File: src/rtl/alu_reservation_station.sv
// alu_reservation_station
//   Age-ordered reservation station for ALU instructions. Slot 0 holds the
//   oldest entry. An issued entry is removed and every younger entry shifts
//   down one slot. New instructions go into the first free slot after that
//   shift. Writeback broadcasts wake up matching source operands, including
//   operands of entries that shift in the same cycle.
//
// Ports
//   CLK, RST                  clock and synchronous active-high reset
//   dispatch_valid/ready      handshake for incoming instruction
//   dispatch_struct[47:0]     {op[4], itype, src0{needed,ready,tag[6]},
//                              src1{needed,ready,tag[6]}, dest[6], imm16, ROB[5]}
//   WB_valid, WB_phys_reg_tag writeback broadcast
//   flush                     kill every entry
//   issue_valid/ready         handshake toward ALU pipeline
//   issue_*                   fields of the oldest issuable entry
module alu_reservation_station #(
  parameter int RS_DEPTH = 4
) (
  input  logic        CLK,
  input  logic        RST,
  input  logic        dispatch_valid,
  output logic        dispatch_ready,
  input  logic [47:0] dispatch_struct,
  input  logic        WB_valid,
  input  logic [5:0]  WB_phys_reg_tag,
  input  logic        flush,
  output logic        issue_valid,
  input  logic        issue_ready,
  output logic [3:0]  issue_op,
  output logic        issue_itype,
  output logic [5:0]  issue_source_0_phys_reg_tag,
  output logic [5:0]  issue_source_1_phys_reg_tag,
  output logic [5:0]  issue_dest_phys_reg_tag,
  output logic [15:0] issue_imm16,
  output logic [4:0]  issue_ROB_index
);

  localparam int CW = $clog2(RS_DEPTH + 1);
  localparam int IW = $clog2(RS_DEPTH);

  // Field order matches dispatch_struct bit-for-bit so a plain cast unpacks it.
  typedef struct packed {
    logic [3:0]  op;
    logic        itype;
    logic        s0_needed;
    logic        s0_ready;
    logic [5:0]  s0_tag;
    logic        s1_needed;
    logic        s1_ready;
    logic [5:0]  s1_tag;
    logic [5:0]  dest;
    logic [15:0] imm16;
    logic [4:0]  rob;
  } entry_t;

  entry_t              entry_reg [RS_DEPTH];
  entry_t              entry_next[RS_DEPTH];
  entry_t              up_entry  [RS_DEPTH];
  logic [RS_DEPTH-1:0] valid_reg, valid_next, up_valid, issuable;
  logic [CW-1:0]       count_reg, count_next, count_after;
  logic [IW-1:0]       issue_idx;
  logic                issue_found, issue_fire, dispatch_fire;
  entry_t              captured;

  // Wakeup of an already stored entry: only needed sources listen.
  function automatic entry_t wake_stored(entry_t e, logic v, logic [5:0] t);
    entry_t r = e;
    if (v && e.s0_needed && e.s0_tag == t) r.s0_ready = 1'b1;
    if (v && e.s1_needed && e.s1_tag == t) r.s1_ready = 1'b1;
    return r;
  endfunction

  genvar gi;
  generate
    for (gi = 0; gi < RS_DEPTH; gi++) begin : g_slot
      // Entry that lands in this slot when something older issues.
      if (gi < RS_DEPTH - 1) begin : g_mid
        assign up_entry[gi] = entry_reg[gi+1];
        assign up_valid[gi] = valid_reg[gi+1];
      end else begin : g_top
        assign up_entry[gi] = '0;
        assign up_valid[gi] = 1'b0;
      end
      // Readiness uses registered state only; a same-cycle WB does not bypass.
      assign issuable[gi] = valid_reg[gi] &&
                            (!entry_reg[gi].s0_needed || entry_reg[gi].s0_ready) &&
                            (!entry_reg[gi].s1_needed || entry_reg[gi].s1_ready);
    end
  endgenerate

  // Oldest issuable entry wins: scan from youngest so the lowest index sticks.
  always_comb begin
    issue_found = 1'b0;
    issue_idx   = '0;
    for (int i = RS_DEPTH - 1; i >= 0; i--) begin
      if (issuable[i]) begin
        issue_found = 1'b1;
        issue_idx   = IW'(i);
      end
    end
  end

  assign issue_valid    = issue_found && !flush;
  assign dispatch_ready = (count_reg < CW'(RS_DEPTH)) && !flush;
  assign issue_fire     = issue_valid && issue_ready;
  assign dispatch_fire  = dispatch_valid && dispatch_ready;

  assign issue_op                    = entry_reg[issue_idx].op;
  assign issue_itype                 = entry_reg[issue_idx].itype;
  assign issue_source_0_phys_reg_tag = entry_reg[issue_idx].s0_tag;
  assign issue_source_1_phys_reg_tag = entry_reg[issue_idx].s1_tag;
  assign issue_dest_phys_reg_tag     = entry_reg[issue_idx].dest;
  assign issue_imm16                 = entry_reg[issue_idx].imm16;
  assign issue_ROB_index             = entry_reg[issue_idx].rob;

  // A source captured at dispatch is ready if it arrives ready or its tag is
  // being broadcast in the same cycle.
  always_comb begin
    captured = entry_t'(dispatch_struct);
    if (WB_valid && captured.s0_tag == WB_phys_reg_tag) captured.s0_ready = 1'b1;
    if (WB_valid && captured.s1_tag == WB_phys_reg_tag) captured.s1_ready = 1'b1;
  end

  assign count_after = count_reg - CW'(issue_fire);
  assign count_next  = count_after + CW'(dispatch_fire);

  // Collapse first, then wakeup on the shifted contents, then append.
  always_comb begin
    for (int i = 0; i < RS_DEPTH; i++) begin
      if (issue_fire && IW'(i) >= issue_idx) begin
        entry_next[i] = up_entry[i];
        valid_next[i] = up_valid[i];
      end else begin
        entry_next[i] = entry_reg[i];
        valid_next[i] = valid_reg[i];
      end
      entry_next[i] = wake_stored(entry_next[i], WB_valid, WB_phys_reg_tag);
      if (dispatch_fire && CW'(i) == count_after) begin
        entry_next[i] = captured;
        valid_next[i] = 1'b1;
      end
    end
  end

  always_ff @(posedge CLK) begin
    if (RST || flush) begin
      count_reg <= '0;
      valid_reg <= '0;
    end else begin
      count_reg <= count_next;
      valid_reg <= valid_next;
      entry_reg <= entry_next;
    end
  end

endmodule

File: config.mk
export PLATFORM = sky130hd
export DESIGN_NAME = alu_reservation_station
export DESIGN_NICKNAME = d
export VERILOG_FILES = /design/src/rtl/alu_reservation_station.sv
export SDC_FILE = /design/constraint.sdc
export NUM_CORES = 1
export LEC_CHECK = 0
export ABC_AREA = 1
export BUFFER_PORTS_ARGS = -buffer_cell sky130_fd_sc_hd__buf_2
export CELL_PAD_IN_SITES_DETAIL_PLACEMENT = 1
export CELL_PAD_IN_SITES_GLOBAL_PLACEMENT = 1
export CORE_MARGIN = 1.5
export CORE_UTILIZATION = 41
export DETAILED_ROUTE_END_ITERATION = 7
export HOLD_SLACK_MARGIN = 0.15
export PLACE_DENSITY_LB_ADDON = 0.1
export SYNTH_ARGS = -nofsm -noshare
export SYNTH_HDL_FRONTEND = slang
export SYNTH_SLANG_ARGS = --single-unit
File: constraint.sdc
create_clock -name CLK -period 6.2 [get_ports CLK]
set_input_delay 1.55 -clock CLK [delete_from_list [all_inputs] [get_ports CLK]]
set_output_delay 1.55 -clock CLK [all_outputs]
set_load 0.02 [all_outputs]
======== Yosys cells after proc, flatten, opt, wreduce, memory -nomap -nowiden ========
Index checks and enable logic that the tools add are counted.
word-level totals
  register bits ........................... 199
  bits of input ports ..................... 60
  output and inout bits ................... 46
  word-level logic and storage cells ...... 190
cells by class
  add/sub/neg operators ................... 2
  $lt $le $gt $ge ......................... 6
  equal/unequal tests ..................... 13
  mux-type cells .......................... 37
  bitwise gates (word level) .............. 2
  reductions and logical operators ........ 81
operator list
  operator            count
  $mux 48             10
  $bmux 48 s2         1
  $eq 6x6->1          10
  $logic_and 1x1->1   38
  $reduce_and 2->1    12
  $reduce_bool 3->1   8
  $mux 1              22
  $logic_not 1->1     9
  $logic_or 1x1->1    9
  $mux 2              4
  $reduce_bool 2->1   4
  $eq 2x3->1 const A  2
  $ge 1x2->1 const A  2
  $ge 2x2->1 const A  2
  $add 3x1->3         1
  $eq 1x3->1 const A  1
  $ge 3x3->1 const B  1
  $logic_not 3->1     1
  $lt 3x3->1 const B  1
  $not 2->3           1
  $sub 3x1->3         1
  $not 1->1           1

======== Depth between registers and ports, before layout ========
Gate-level depths: netlist of the first run.
  word-level depth ........................ 16
  mapped depth ............................ 19
  depth with buffers taken out ............ 19

======== Least setup slack after synthesis of the first run ========
No wires, ideal clock.
  kind .................................... in2reg
  from .................................... input port RST
  to ...................................... register entry_reg[177] (netlist name) (enable)
  library setup time ...................... 0.300 ns
  arrival time ............................ 6.420 ns
  required time ........................... 5.900 ns
  path slack .............................. -0.520 ns
  stages on the path ...................... 6
  cells stage by stage .................... nor2_1 -> inv_1 -> clkbuf_1 -> nor2_1 -> inv_1 -> nand2_1
on the way
  longest elaborated chain between the ends .. 3
ends and longest elaborated chain
  item                        line  source
  start: declaration          21    input logic RST,
  $logic_or 1x1->1            147   if (RST || flush) begin
  $not 1->1 (no line)         n/a
  $reduce_and 2->1 (no line)  n/a
  end signal: assignment      153   entry_reg <= entry_next;
  end: declaration            57    entry_t entry_reg [RS_DEPTH];
No other way between the ends.
A chain may end at the register's enable or synchronous reset.

======== Worst setup path in the final report of the first run ========
  from .................................... register entry_reg[82] (netlist name)
  to ...................................... output port issue_imm16[6]
on the way
  longest elaborated chain between the ends .. 10
ends and longest elaborated chain
  item                             line  source
  $logic_not 1->1                  88    (!entry_reg[gi].s1_needed || entry_reg[gi].s1_ready);
  $logic_or 1x1->1                 88
  $logic_and 1x1->1                87    (!entry_reg[gi].s0_needed || entry_reg[gi].s0_ready) &&
  $mux 2 (3 in series)             97    if (issuable[i]) begin
  $not 2->3 (implied by the code)  114   assign issue_imm16 = entry_reg[issue_idx].imm16;
  $bmux 48 s2                      114
  $mux 48 (2 in series)            n/a
  end: declaration                 35    output logic [15:0] issue_imm16,
No other way between the ends. The select of a mux whose other input is x is not followed.

==> report_table.html, run 1 <==
<table>
<tr><th>Metric</th><th>Value</th></tr>
<tr><th colspan="2">Run status</th></tr>
<tr><td>Status</td><td>finished clean</td></tr>
<tr><th colspan="2">Logic synthesis</th></tr>
<tr><td>FFs w/ async S/R, synth</td><td>0</td></tr>
<tr><td>Count of different cell masters after synthesis</td><td>32</td></tr>
<tr><td>Count of flip-flops with a built-in enable after synthesis</td><td>192</td></tr>
<tr><td>Synthesized area per cell</td><td>7.94 um2</td></tr>
<tr><td>Synthesized netlist cell count</td><td>1455</td></tr>
<tr><td>Post-synthesis sequential area ratio</td><td>0.511</td></tr>
<tr><td>Synth Net Count</td><td>1519</td></tr>
<tr><td>Prevailing post-synth register cell</td><td>edfxtp_1</td></tr>
<tr><td>Number of register bits inferred by synthesis</td><td>199</td></tr>
<tr><td>Yosys warning total</td><td>0</td></tr>
<tr><td>Synthesized cell area</td><td>11600 um2</td></tr>
<tr><th colspan="2">Clock network</th></tr>
<tr><td>Max Buffers Root-to-Sink</td><td>2</td></tr>
<tr><td>Number of clock sinks</td><td>199</td></tr>
<tr><td>Setup bufs post-CTS</td><td>0</td></tr>
<tr><td>Cts hold-fix bufs</td><td>0</td></tr>
<tr><td>Number of resized instances in the post-cts repair step</td><td>0</td></tr>
<tr><td>Number of clock buffers inserted by TritonCTS</td><td>17</td></tr>
<tr><td>Clock tree from TritonCTS</td><td>done</td></tr>
<tr><td>Clock root buffer</td><td>clkbuf_16</td></tr>
<tr><td>Source-to-sink clock delay at the later pin of the worst-skew pair</td><td>460 ps</td></tr>
<tr><td>H-Tree Level Count</td><td>4</td></tr>
<tr><td>Clock-pin slew of the registers on the worst-case setup and hold paths</td><td>80 ps</td></tr>
<tr><th colspan="2">Setup path</th></tr>
<tr><td>End of the worst register-to-register path</td><td>entry_reg[177]</td></tr>
<tr><td>Type of the worst setup path</td><td>reg2out</td></tr>
<tr><td>FF-to-FF path depth</td><td>18</td></tr>
<tr><td>Endpoint kind of the worst setup timing path</td><td>output port</td></tr>
<tr><td>Critical Path Source</td><td>entry_reg[82]</td></tr>
<tr><td>Ordered cell list for the critical path</td><td>nand2_1 &gt; nand3_1 &gt; nand2_1 &gt; nand2_1 &gt; nand2_4 &gt; buf_4 &gt; nor2_1 &gt; o32ai_1 &gt; buf_2</td></tr>
<tr><td>Maximum fanout along the worst path</td><td>70</td></tr>
<tr><td>Highest-delay cell along the critical path</td><td>buf_4</td></tr>
<tr><td>Family with the most delay on the worst path</td><td>buffers and inverters</td></tr>
<tr><td>Required time reported for the critical path endpoint</td><td>4650 ps</td></tr>
<tr><td>Arrival time of data at the critical path endpoint</td><td>3280 ps</td></tr>
<tr><td>FF-to-FF setup slack</td><td>2230 ps</td></tr>
<tr><td>Element type at the critical path start</td><td>flop</td></tr>
<tr><td>Bufs and invs on worst path</td><td>2</td></tr>
<tr><td>Start of the worst register-to-register path</td><td>entry_reg[185]</td></tr>
<tr><td>Dominant cell type by count on the critical path</td><td>nand2_1</td></tr>
<tr><td>Peak per-stage delay on the critical path</td><td>660 ps</td></tr>
<tr><th colspan="2">Layout</th></tr>
<tr><td>Non-filler cells, final</td><td>1896</td></tr>
<tr><td>Most common cell after layout, fill and taps aside</td><td>nand2_1</td></tr>
<tr><td>Most used cells in the layout excluding fill and tap cells</td><td>283 x nand2_1, 225 x o21ai_0, 218 x nor2_1</td></tr>
<tr><td>P&amp;R area growth vs syn</td><td>12.8%</td></tr>
<tr><td>Layout net count</td><td>1569</td></tr>
<tr><td>Number of flip-flops under the largest register name</td><td>192</td></tr>
<tr><td>Post-layout utilization of the core</td><td>0.469</td></tr>
<tr><td>Fin area</td><td>13000 um2</td></tr>
<tr><td>Ratio of cells with drive above 1 in the final layout</td><td>0.120</td></tr>
<tr><th colspan="2">Place</th></tr>
<tr><td>Detailed Place HPWL</td><td>26300 um</td></tr>
<tr><td>Routability congestion estimate from global placement</td><td>0.850</td></tr>
<tr><td>Port-buffer cells</td><td>105</td></tr>
<tr><td>Post-placement cell area</td><td>12400 um2</td></tr>
<tr><td>Number of placed instances, taps included</td><td>1864</td></tr>
<tr><th colspan="2">STA</th></tr>
<tr><td>Max Transition Viols Final</td><td>0</td></tr>
<tr><td>Period minus WS final</td><td>4830 ps</td></tr>
<tr><td>Worst clock skew</td><td>17.9 ps</td></tr>
<tr><td>Worst max-slew margin expressed relative to the limit</td><td>0.196</td></tr>
<tr><td># setup viols final</td><td>0</td></tr>
<tr><td>Setup TNS</td><td>0 ps</td></tr>
<tr><td>RSZ-0062 raised after global routing</td><td>false</td></tr>
<tr><td>Maximum achievable frequency</td><td>0.207 GHz</td></tr>
<tr><td>Transition time at the pin with the least slew margin</td><td>1190 ps</td></tr>
<tr><td>Share of the cycle needed by the critical path after routing</td><td>0.779</td></tr>
<tr><td>Number of hold-slack violations in the final timing report</td><td>0</td></tr>
<tr><th colspan="2">Flow run</th></tr>
<tr><td>Max-Cap Viols</td><td>0</td></tr>
<tr><th colspan="2">Power</th></tr>
<tr><td>Worst VDD drop</td><td>157 uV</td></tr>
<tr><td>Total power divided by cell area</td><td>225 nW/um2</td></tr>
<tr><td>Leak</td><td>5.14 nW</td></tr>
<tr><th colspan="2">Detailed routing</th></tr>
<tr><td>DRT antenna net count</td><td>0</td></tr>
<tr><td>Number of violations reported at the end of detailed-routing iteration 0</td><td>848</td></tr>
<tr><td>WL per Instance</td><td>20.7 um</td></tr>
<tr><td>Total detailed-routing wirelength</td><td>39200 um</td></tr>
<tr><td>Number of vias per cell</td><td>5.61</td></tr>
<tr><td>Vias</td><td>10.6k</td></tr>
<tr><td>Detailed-routing iteration count for the pre-antenna-repair pass</td><td>5</td></tr>
<tr><td>DRC viols</td><td>0</td></tr>
<tr><th colspan="2">Floorplan</th></tr>
<tr><td>Width of the die</td><td>171 um</td></tr>
<tr><td>Row count</td><td>61</td></tr>
<tr><td>Number of placed I/O pins</td><td>106</td></tr>
<tr><td>Y dimension of the die</td><td>171 um</td></tr>
<tr><td>Area enclosed by the die boundary</td><td>29200 um2</td></tr>
<tr><td>Starting density of the core</td><td>0.416</td></tr>
<tr><td>Core ar.</td><td>27800 um2</td></tr>
<tr><th colspan="2">Global routing</th></tr>
<tr><td>Global-route wire length before repair</td><td>61100 um</td></tr>
<tr><td>Number of antenna violations at the first check in global routing</td><td>1</td></tr>
<tr><td>Vias in the first global route</td><td>10.7k</td></tr>
<tr><td>GR Overflow Total</td><td>0</td></tr>
<tr><td>Maximum number of pins on one net before global-route repair</td><td>93</td></tr>
<tr><td>Overall fraction of global-route tracks in use</td><td>0.278</td></tr>
<tr><th colspan="2">Hold path</th></tr>
<tr><td>Class of the tightest hold or removal check</td><td>reg2reg</td></tr>
<tr><td>Hold Startpoint</td><td>valid_reg[0]</td></tr>
<tr><td>Worst Hold Path EP</td><td>valid_reg[0]</td></tr>
<tr><td>Worst hold path depth</td><td>2</td></tr>
</table>
-- metal layers --
layer	GRT usage	routed length, um	vias to the layer above
met5	0	0	-
met4	0.0645	421	0
met3	0.0564	2360	28
met2	0.442	17800	286
met1	0.392	18600	5229
li1	-	-	5085
-- metrics by stage --
stage | setup WS, ps | power [mW] | hold WS, ps
detailed placement | 1570 | 1.80 | 460
finish | 1370 | 2.93 | 474
global placement | 1690 | 1.79 | 469
CTS | 1350 | 2.95 | 472
floorplan | 561 | 1.69 | 444
global route | 1200 | 3.03 | 487
-- where the power goes --
part           leakage, nW  total (mW)  switching [mW]  internal [mW]
clock network        0.292        1.16           0.607          0.549
logic                 3.05       0.261           0.186         0.0756
registers             1.79        1.51          0.0178           1.49
-- Yosys cell counts (4+ instances only) --
master | instances | area [um2]
buf_2 | 15 | 75.1
clkbuf_1 | 68 | 255
or2_2 | 4 | 25.0
inv_1 | 120 | 450
nand3_1 | 205 | 1030
o21ai_0 | 225 | 1130
ha_1 | 4 | 50.1
edfxtp_1 | 192 | 5770
o22ai_1 | 10 | 62.6
clkinv_1 | 5 | 18.8
dfxtp_1 | 7 | 140
o32ai_1 | 34 | 298
nand2_1 | 283 | 1060
a21oi_1 | 12 | 60.1
nor2_1 | 226 | 848
buf_1 | 14 | 52.6
-- worst register-to-register path: cells and delay by family (launching register included) --
family / cells / cell delay, ps
buffers and inverters: 4 / 1170
AOI/OAI and AO/OA: 1 / 240
and+or+nand+nor: 11 / 1580
DFF: 1 / 360
adders and majority gates: 2 / 380
-- how the worst max path moves through the flow --
stage,cells after the start,slack (ps),end
after floorplan,6,560,entry_reg[177]
after global routing,9,1200,issue_imm16[6]
after global placement,15,1690,entry_reg[177]
after CTS,9,1350,issue_imm16[6]
final,9,1370,issue_imm16[6]
after detailed placement,15,1570,entry_reg[177]
-- logic make-up (layout without fill, tap and decap cells) --
| family | Yosys count | after routing | share of synthesized area |
|---|---|---|---|
| AOI/OAI and AO/OA | 294 | 294 | 0.143 |
| xor gates and xnor gates | 3 | 3 | 0.00227 |
| adders and majority gates | 4 | 4 | 0.00433 |
| buffers and inverters | 225 | 287 | 0.0754 |
| DFF | 199 | 199 | 0.511 |
| other | 0 | 1 | 0 |
| and+or+nand+nor | 730 | 730 | 0.264 |
-- area by class of cell --
cell class	count	area, um2
Multi-Input combinational cell	1031	4840
Timing Repair Buffer	130	738
Sequential cell	199	5910
Tap cell	378	473
Fill cell	3433	14700
Clock inverter	14	180
Inverter	126	473
Antenna cell	1	2.50
Clock buffer	17	425
No activity file was read; power rests on OpenSTA's default activity.
==> run 2, diff against run 1 <==
clock period = 4 ns   (was 6.2 ns; I/O delays follow)
==> report_table.html, run 2 (synthesis results as in run 1) <==
<table>
<tr><th>Metric</th><th>Value</th></tr>
<tr><th colspan="2">Run status</th></tr>
<tr><td>Status</td><td>finished clean</td></tr>
<tr><th colspan="2">Clock network</th></tr>
<tr><td>Cts hold-fix bufs</td><td>0 (unchanged)</td></tr>
<tr><td>Clock-pin slew of the registers on the worst-case setup and hold paths</td><td>80 ps (about the same)</td></tr>
<tr><td>Source-to-sink clock delay at the later pin of the worst-skew pair</td><td>450 ps (about the same)</td></tr>
<tr><td>Number of clock sinks</td><td>199 (unchanged)</td></tr>
<tr><td>Clock tree from TritonCTS</td><td>done</td></tr>
<tr><td>Number of clock buffers inserted by TritonCTS</td><td>17 (unchanged)</td></tr>
<tr><td>H-Tree Level Count</td><td>4 (unchanged)</td></tr>
<tr><td>Clock root buffer</td><td>clkbuf_16</td></tr>
<tr><td>Max Buffers Root-to-Sink</td><td>2 (unchanged)</td></tr>
<tr><th colspan="2">Layout</th></tr>
<tr><td>Seq. cell area</td><td>5910 um2 (unchanged)</td></tr>
<tr><td>Area of combinational cells with multiple inputs</td><td>4850 um2 (+0.16%)</td></tr>
<tr><td>P&amp;R area growth vs syn</td><td>14.8%</td></tr>
<tr><td>Ratio of cells with drive above 1 in the final layout</td><td>0.130 (+0.0103)</td></tr>
<tr><td>Number of diodes added for antenna fixing</td><td>0 (-1)</td></tr>
<tr><td>Most used cells in the layout excluding fill and tap cells</td><td>283 x nand2_1, 225 x o21ai_0, 218 x nor2_1</td></tr>
<tr><td>Non-filler cells, final</td><td>1913 (+0.90%)</td></tr>
<tr><td>Most common cell after layout, fill and taps aside</td><td>nand2_1</td></tr>
<tr><td>Number of fill cells in the layout</td><td>3464 (+0.90%)</td></tr>
<tr><td>Number of flip-flops under the largest register name</td><td>192 (unchanged)</td></tr>
<tr><td>Layout net count</td><td>1586 (+1.1%)</td></tr>
<tr><th colspan="2">STA</th></tr>
<tr><td>Period minus WS final</td><td>3800 ps</td></tr>
<tr><td>Maximum achievable frequency</td><td>0.263 GHz</td></tr>
<tr><td># setup viols final</td><td>0 (unchanged)</td></tr>
<tr><td>Transition time at the pin with the least slew margin</td><td>1140 ps (-45.3 ps)</td></tr>
<tr><td>Max Transition Viols Final</td><td>0 (unchanged)</td></tr>
<tr><td>Worst clock skew</td><td>19.4 ps (+1.45 ps)</td></tr>
<tr><td>Setup TNS</td><td>0 ps (unchanged)</td></tr>
<tr><td>RSZ-0062 raised after global routing</td><td>false</td></tr>
<tr><td>Number of hold-slack violations in the final timing report</td><td>0 (unchanged)</td></tr>
<tr><td>Worst max-slew margin expressed relative to the limit</td><td>0.235 (+0.0388)</td></tr>
<tr><td>Share of the cycle needed by the critical path after routing</td><td>0.950</td></tr>
<tr><th colspan="2">Floorplan</th></tr>
<tr><td>Core ar.</td><td>27800 um2 (unchanged)</td></tr>
<tr><td>Row count</td><td>61 (unchanged)</td></tr>
<tr><td>Area enclosed by the die boundary</td><td>29200 um2 (unchanged)</td></tr>
<tr><td>Width of the die</td><td>171 um (unchanged)</td></tr>
<tr><td>Number of placed I/O pins</td><td>106 (unchanged)</td></tr>
<tr><td>Y dimension of the die</td><td>171 um (unchanged)</td></tr>
<tr><td>Starting density of the core</td><td>0.416 (unchanged)</td></tr>
<tr><th colspan="2">Place</th></tr>
<tr><td>Number of placed instances, taps included</td><td>1880 (+0.86%)</td></tr>
<tr><td>Routability congestion estimate from global placement</td><td>0.864 (+1.7%)</td></tr>
<tr><td>Port-buffer cells</td><td>105 (unchanged)</td></tr>
<tr><td>Detailed Place HPWL</td><td>26200 um (-0.21%)</td></tr>
<tr><th colspan="2">Detailed routing</th></tr>
<tr><td>WL per Instance</td><td>20.4 um (-1.3%)</td></tr>
<tr><td>Number of vias per cell</td><td>5.54 (-1.1%)</td></tr>
<tr><td>DRT antenna net count</td><td>0 (unchanged)</td></tr>
<tr><td>Total detailed-routing wirelength</td><td>39000 um (-0.44%)</td></tr>
<tr><td>Vias</td><td>10.6k (-0.20%)</td></tr>
<tr><td>Detailed-routing iteration count for the pre-antenna-repair pass</td><td>6 (+1)</td></tr>
<tr><td>DRC viols</td><td>0 (unchanged)</td></tr>
<tr><td>Number of violations reported at the end of detailed-routing iteration 0</td><td>831 (-2.0%)</td></tr>
<tr><th colspan="2">Setup path</th></tr>
<tr><td>Endpoint kind of the worst setup timing path</td><td>output port</td></tr>
<tr><td>FF-to-FF path depth</td><td>17 (-1)</td></tr>
<tr><td>Family with the most delay on the worst path</td><td>buffers and inverters</td></tr>
<tr><td>Peak per-stage delay on the critical path</td><td>580 ps (-80 ps)</td></tr>
<tr><td>Highest-delay cell along the critical path</td><td>buf_4</td></tr>
<tr><td>Arrival time of data at the critical path endpoint</td><td>2800 ps (-480 ps)</td></tr>
<tr><td>Maximum fanout along the worst path</td><td>64 (-8.6%)</td></tr>
<tr><td>Bufs and invs on worst path</td><td>3 (+1)</td></tr>
<tr><td>Dominant cell type by count on the critical path</td><td>nand2_1</td></tr>
<tr><td>Logic depth of the worst setup path including buffers</td><td>11 (+2)</td></tr>
<tr><td>Element type at the critical path start</td><td>flop</td></tr>
<tr><td>Type of the worst setup path</td><td>reg2out</td></tr>
<tr><td>Ordered cell list for the critical path</td><td>inv_1 &gt; nand2_1 &gt; nand2_1 &gt; nor2_1 &gt; nand2_1 &gt; nand2_1 &gt; nand2_4 &gt; buf_4 &gt; nor2_1 &gt; o32ai_1 &gt; buf_2</td></tr>
<tr><td>Required time reported for the critical path endpoint</td><td>3000 ps (-1650 ps)</td></tr>
<tr><th colspan="2">Global routing</th></tr>
<tr><td>Maximum number of pins on one net before global-route repair</td><td>66 (-29%)</td></tr>
<tr><td>Number of antenna violations at the first check in global routing</td><td>0 (-1)</td></tr>
<tr><td>Global-route wire length before repair</td><td>60400 um (-1.1%)</td></tr>
<tr><td>Vias in the first global route</td><td>10.5k (-2.1%)</td></tr>
<tr><td>GR Overflow Total</td><td>0 (unchanged)</td></tr>
<tr><td>Overall fraction of global-route tracks in use</td><td>0.272 (-0.00603)</td></tr>
<tr><th colspan="2">Power</th></tr>
<tr><td>Seq pwr share</td><td>0.512 (-0.004)</td></tr>
<tr><td>Clk pwr share</td><td>0.398 (+0.003)</td></tr>
<tr><td>Worst VDD drop</td><td>225 uV (+43%)</td></tr>
<tr><td>Total power divided by cell area</td><td>345 nW/um2 (+54%)</td></tr>
<tr><td>Combinational share of power</td><td>0.091 (+0.002)</td></tr>
<tr><td>Fraction of power spent switching nets</td><td>0.278 (+0.000606)</td></tr>
<tr><td>Leak</td><td>5.25 nW (+2.3%)</td></tr>
<tr><td>Internal power contribution</td><td>3.31 mW (+56%)</td></tr>
<tr><td>Net load switching power</td><td>1.27 mW (+57%)</td></tr>
<tr><th colspan="2">Hold path</th></tr>
<tr><td>Class of the tightest hold or removal check</td><td>reg2reg</td></tr>
<tr><td>Worst hold path depth</td><td>2 (unchanged)</td></tr>
<tr><th colspan="2">Flow run</th></tr>
<tr><td>Max-Cap Viols</td><td>0 (unchanged)</td></tr>
</table>
run 2: cell count changes in the layout (fill, tap and decap cells not counted), sizes merged:
cell,before,now
buf,130,146
diode,1,0
inv,130,131
clkbuf,17,18
run 2: power groups by stage:
stage	combinational (mW)	sequential (mW)	clock (mW)
finish	0.415	2.34	1.82
detailed placement	0.411	2.39	0
CTS	0.413	2.34	1.85
floorplan	0.245	2.38	0
global placement	0.403	2.39	0
global route	0.462	2.35	1.92
run 2: through the flow:
step                cell area (um2)  setup WS [ps]   util  total power [mW]  hold slack (ps)
floorplan                     11600           78.2      -              2.62              444
detailed placement            12600            252  0.454              2.80              498
CTS                           13200            106  0.476              4.61              510
global route                  13300           30.2  0.477              4.73              533
finish                        13300            201  0.477              4.58              511
global placement              12600            408  0.454              2.79              485
run 2: path summary, 6_finish.rpt:
kind                                startpoint            endpoint  slack, ps
worst max register to register  entry_reg[186]      entry_reg[137]        550
worst min register to register    valid_reg[2]        valid_reg[2]        510
worst max-delay path             entry_reg[33]  issue_ROB_index[4]        200
worst min-delay path              valid_reg[2]        valid_reg[2]        510
run 2: worst min-delay path, stage by stage (launching register included):
cell and delay (ps):
dfxtp_1 340, nand2_1 70, a21oi_1 50
run 2: what timing repair did:
action                                  in CTS  in global routing
buffers inserted                             0                  0
resized for setup                            0                  4
endpoints found under the setup margin       0                  6
run 2: layout make-up:
class,instances,area share
tap,378,0.0357
clock buffer,17,0.0321
timing repair buffer,147,0.0713
clock inverter,15,0.0144
sequential,199,0.445
multi-input combinational,1031,0.365
inverter,126,0.0359
run 2: per-layer routing:
layer  part of all wire  vias to the layer above  GRT usage
li1                   -                     5120          -
met1               0.49                     5192      0.410
met2               0.45                      268      0.423
met3              0.051                       27     0.0280
met4              0.013                        0     0.0587
met5                  0                        -          0
